==> config.mk <==
export PLATFORM = sky130hd
export DESIGN_NAME = mef_encaixotamento
export DESIGN_NICKNAME = d
export VERILOG_FILES = /design/src/rtl/mef_encaixotamento.sv
export SDC_FILE = /design/constraint.sdc
export NUM_CORES = 1
export LEC_CHECK = 0
export ABC_AREA = 1
export CORE_ASPECT_RATIO = 2
export CORE_MARGIN = 5
export CORE_UTILIZATION = 30
export CTS_CLUSTER_SIZE = 12
export DETAILED_ROUTE_END_ITERATION = 8
export GPL_TIMING_DRIVEN = 0
export HOLD_SLACK_MARGIN = 0.05
export PLACE_DENSITY = 0.52
export REMOVE_ABC_BUFFERS = 1
export SYNTH_ARGS = -nofsm -noshare
export SYNTH_HDL_FRONTEND = slang
export SYNTH_SLANG_ARGS = --single-unit
==> constraint.sdc <==
create_clock -name CLK -period 2.1 [get_ports CLK]
set_clock_uncertainty 0.15 [all_clocks]
set_input_delay 0.42 -clock CLK [delete_from_list [all_inputs] [get_ports CLK]]
set_output_delay 0.42 -clock CLK [all_outputs]
set_load 0.02 [all_outputs]
==> src/rtl/mef_encaixotamento.sv <==
// Bottle boxing controller: buffers approved bottles, drives the gripper
// that places them into boxes of DUZIA bottles, and handles box changes,
// gripper timeout and buffer-overflow alarms.
module mef_encaixotamento #(
    parameter int DUZIA    = 12,
    parameter int FILA_MAX = 7,
    parameter int TIMEOUT  = 255
) (
    input  logic       CLK,
    input  logic       reset,
    input  logic       conta,
    input  logic       caixa,
    input  logic       garraOk,
    input  logic       limpa,
    output logic       garra,
    output logic       esteiraCaixa,
    output logic [3:0] fila,
    output logic [3:0] noCaixa,
    output logic [7:0] caixas,
    output logic       cheioFila,
    output logic       alarmeFila,
    output logic       alarmeGarra
);

    localparam logic [3:0] DUZIA_L    = 4'(DUZIA);
    localparam logic [3:0] FILA_MAX_L = 4'(FILA_MAX);
    // Last timer value still allowed in PEGA; the next edge without
    // garraOk completes TIMEOUT cycles and moves to ERRO.
    localparam logic [7:0] TIMER_FIM  = 8'(TIMEOUT - 1);

    typedef enum logic [2:0] {
        ESPERA,
        PRONTO,
        PEGA,
        TROCA,
        ERRO
    } estado_t;

    estado_t    estado_q, estado_d;
    logic       garra_q, garra_d;
    logic       esteira_q, esteira_d;
    logic [3:0] fila_q, fila_d;
    logic [3:0] nocaixa_q, nocaixa_d;
    logic [7:0] caixas_q, caixas_d;
    logic       cheio_q, cheio_d;
    logic       alfila_q, alfila_d;
    logic       algarra_q, algarra_d;
    logic [7:0] timer_q, timer_d;
    logic       aceita;
    logic       descarte;

    // State and all output registers; reset discards buffered and boxed counts.
    always_ff @(posedge CLK or negedge reset) begin
        if (!reset) begin
            estado_q  <= ESPERA;
            garra_q   <= 1'b0;
            esteira_q <= 1'b0;
            fila_q    <= 4'd0;
            nocaixa_q <= 4'd0;
            caixas_q  <= 8'd0;
            cheio_q   <= 1'b0;
            alfila_q  <= 1'b0;
            algarra_q <= 1'b0;
            timer_q   <= 8'd0;
        end else begin
            estado_q  <= estado_d;
            garra_q   <= garra_d;
            esteira_q <= esteira_d;
            fila_q    <= fila_d;
            nocaixa_q <= nocaixa_d;
            caixas_q  <= caixas_d;
            cheio_q   <= cheio_d;
            alfila_q  <= alfila_d;
            algarra_q <= algarra_d;
            timer_q   <= timer_d;
        end
    end

    // Next state plus the registered values of gripper, conveyor, box counters.
    always_comb begin
        estado_d  = estado_q;
        garra_d   = 1'b0;
        esteira_d = esteira_q;
        algarra_d = algarra_q;
        timer_d   = 8'd0;
        nocaixa_d = nocaixa_q;
        caixas_d  = caixas_q;
        aceita    = 1'b0;
        case (estado_q)
            ESPERA: begin
                esteira_d = 1'b1;
                if (caixa) begin
                    estado_d  = PRONTO;
                    esteira_d = 1'b0;
                end
            end
            PRONTO: begin
                esteira_d = 1'b0;
                if (!caixa) begin
                    estado_d  = ERRO;
                    algarra_d = 1'b1;
                end else if (fila_q != 4'd0) begin
                    estado_d = PEGA;
                    garra_d  = 1'b1;
                end
            end
            PEGA: begin
                esteira_d = 1'b0;
                garra_d   = 1'b1;
                timer_d   = timer_q + 8'd1;
                // A lost box outranks a placement report: the bottle is not
                // counted into a box that is no longer there.
                if (!caixa) begin
                    estado_d  = ERRO;
                    garra_d   = 1'b0;
                    algarra_d = 1'b1;
                end else if (garraOk) begin
                    aceita  = 1'b1;
                    garra_d = 1'b0;
                    if (nocaixa_q + 4'd1 == DUZIA_L) begin
                        estado_d  = TROCA;
                        nocaixa_d = 4'd0;
                        caixas_d  = caixas_q + 8'd1;
                        esteira_d = 1'b1;
                    end else begin
                        estado_d  = PRONTO;
                        nocaixa_d = nocaixa_q + 4'd1;
                    end
                end else if (timer_q == TIMER_FIM) begin
                    estado_d  = ERRO;
                    garra_d   = 1'b0;
                    algarra_d = 1'b1;
                end
            end
            TROCA: begin
                esteira_d = 1'b1;
                if (!caixa) begin
                    estado_d = ESPERA;
                end
            end
            ERRO: begin
                esteira_d = 1'b0;
                algarra_d = 1'b1;
                if (limpa) begin
                    estado_d  = ESPERA;
                    algarra_d = 1'b0;
                    esteira_d = 1'b1;
                end
            end
            default: begin
                estado_d  = ESPERA;
                esteira_d = 1'b0;
            end
        endcase
    end

    // Buffer accounting, active in every state; overflow alarm set beats clear.
    always_comb begin
        fila_d   = fila_q;
        alfila_d = alfila_q;
        descarte = 1'b0;
        if (conta && !aceita) begin
            if (fila_q < FILA_MAX_L) begin
                fila_d = fila_q + 4'd1;
            end else begin
                descarte = 1'b1;
            end
        end else if (!conta && aceita) begin
            fila_d = fila_q - 4'd1;
        end
        if (descarte) begin
            alfila_d = 1'b1;
        end else if (limpa) begin
            alfila_d = 1'b0;
        end
        cheio_d = (fila_d == FILA_MAX_L);
    end

    assign garra        = garra_q;
    assign esteiraCaixa = esteira_q;
    assign fila         = fila_q;
    assign noCaixa      = nocaixa_q;
    assign caixas       = caixas_q;
    assign cheioFila    = cheio_q;
    assign alarmeFila   = alfila_q;
    assign alarmeGarra  = algarra_q;

endmodule

==> metrics.yaml <==
grt:
  grt_pass1_wl_um: 7090
  grt-busiest-layer: "met2"
  grt_usage_pct: 11.8
  grt_max_degree: 33
  met3_usage_pct: 2.66
  grt-ovfl-total: 0
  first_global_vias: 1595
  antenna_found_initial: 0
  grtUsageMet2_pct: 22.0
  grtUsageMet1_pct: 11.0
cells_and_area:
  seqCellArea_sq_um: 801
  diodes: 0
  multi_input_area_sq_um: 846
  fin_util_pct: 39.0
  layout-drive-gt1-share_pct: 7.82
  final_nets: 257
  area_delta_synth_final_pct: 26.1
  nFillCells: 600
clocking:
  cts_tree: "yes"
  clockBufferDepth: 2
  clockRootBuffer: "clkbuf_16"
  htree_levels: 2
  post_cts_buffers: 0
  cts-hold-fix-buffers: 0
  clock_latency_ns: 0.27
  cts-resized-gates: 0
  cts.clk_slew.worst_paths_ns: 0.05
  cts.sinks: 32
  numCtsBuffers: 5
power:
  total_power_mw: 2.33
  power_density_mw_per_mm2: 1050
  peakVddDrop_mv: 0.569
  p_leak_nw: 1.11
drt:
  vias: 1473
  drt-total-wl_um: 3950
  vias_per_cell: 4.85
  drt_iter0_markers: 38
  wire_per_inst_um: 13.0
  ant_nets: 0
  drc: 0
  drt-pass1-iter-count: 4
critical_path:
  critPathBufInv: 1
  worstPathRequired_ns: 1.53
  reg2regPathDepth: 8
  cp-start-kind: "flop"
  crit_chain: "clkdlybuf4s50_1"
  max_stage_delay_ns: 0.65
  endpoint_kind: "output pin"
  cp.depth: 1
  crit_arrival_ns: 1.38
  cpMaxStageDelayCell: "clkdlybuf4s50_1"
  path_delay_family: "buffers and inverters"
  path_class: "flop to output pin"
  crit_fanout: 6
timing:
  hold_viol: 0
  min_period_ns: 1.95
  relSlewSlack_pct: 51.1
  rsz0062_at_grt: "false"
  timing.final.crit_share_pct: 92.9
  clock.fmax_mhz: 513
  slew_violations: 0
  setup_viol: 0
  layout_setup_ws_ns: 0.149
  worstMarginPinSlew_ns: 0.734
placed_design:
  place.gp.congestion: 0.779
  place_ws_ns: -0.163
  dp_hpwl_um: 3110
  io_buffers: 26
synth:
  synth_top_area_share_pct: 45.4
  async_flop_share_pct: 100
  syn_area_per_cell_sq_um: 8.36
  synth.cell_area_sq_mm: 0.00176
  ys.flop_type: "dfrtp_1"
  synthTopCellsByCount: "nand2_1, dfrtp_1, inv_1"
  synth_top_cell_by_area: "dfrtp_1"
  yosysSeqAreaShare_pct: 45.4
  synth.most_common_cell: "nand2_1"
  synth_area_leaders: "dfrtp_1, nand2_1, nand3_1, inv_1, ha_1"
  synth_edf_count: 0
  synth_cell_types: 27
  yosys_warnings: 0
  synth_seq_cells: 32
  synth_cells: 211
floorplanning:
  die_w_um: 64.2
  fp.dieH_um: 118
  num_rows: 39
  start_util_pct: 30.9
  die_area_sq_mm: 0.00761
  io_pins: 27
  core_area_sq_mm: 0.00571
outcome:
  status: "finished clean"
min_path:
  min_path_type: "primary input to async pin"
flow_run:
  cap_violations: 0
-- final cells by class --
type / count / area share [%]
multi-input cells: 148 / 38.0
flip-flops and latches: 32 / 36.0
repair buffers: 26 / 11.5
clock buffers: 6 / 5.79
inverters: 30 / 5.06
well taps: 61 / 3.43
clock inverters: 1 / 0.225
-- cells by family after synthesis --
group	after synthesis	synth area share, %
simple gates	112	31.6
flops	32	45.4
buf+inv	31	6.67
compound gates	17	5.25
xor+xnor	11	5.46
fa+ha+maj	8	5.67
-- cells in the final DEF, fill, tap and decap left out, types with 4 or more instances in the layout --
cell	n
nand2_1	46
dfrtp_1	32
inv_1	27
clkdlybuf4s50_1	25
nor2_1	23
nand3_1	21
xor2_1	9
a21oi_1	8
ha_1	8
nor3_1	7
clkbuf_16	5
o21ai_0	4
-- metrics by stage --
| stage | hold WS [ns] | instances | setup TNS [ns] | area [sq um] |
|---|---|---|---|---|
| global placement | 0.327 | 297 | -10.20 | 2100 |
| global route | 0.130 | 304 | 0 | 2220 |
| detailed placement | 0.341 | 297 | -0.279 | 2090 |
| CTS | 0.0898 | 304 | 0 | 2220 |
| finish | 0.0544 | 304 | 0 | 2220 |
| floorplan | -0.0256 | 210 | 0 | 1760 |
-- registers in the layout (all words and copies together) (netlist names) --
name          cells
garra             1
alarmeGarra       1
caixas            8
timer_q           8
noCaixa           4
esteiraCaixa      1
alarmeFila        1
estado_q          3
fila              4
cheioFila         1
-- report_power, final --
part,switching (mW),internal (mW)
combinational,0.473,0.323
sequential,0.127,0.732
clock,0.247,0.430
-- metal layers --
metal,part of all wire [%],up-vias
li1,-,741
met3,3.1,7
met5,0,-
met4,2.9,0
met2,59,23
met1,35,702
-- final timing paths --
kind	slack (ns)	startpoint	endpoint
worst min register to register	0.34	timer_q[0]	timer_q[0]
worst min-delay path	0.05	reset	cheioFila
worst max-delay path	0.15	fila[0]	fila[0]
worst max register to register	0.22	noCaixa[0]	caixas[7]
max in group asynchronous	1.26	reset	noCaixa[1]
min in group CLK	0.34	timer_q[0]	timer_q[0]
No activity file was read; power rests on OpenSTA's default activity.
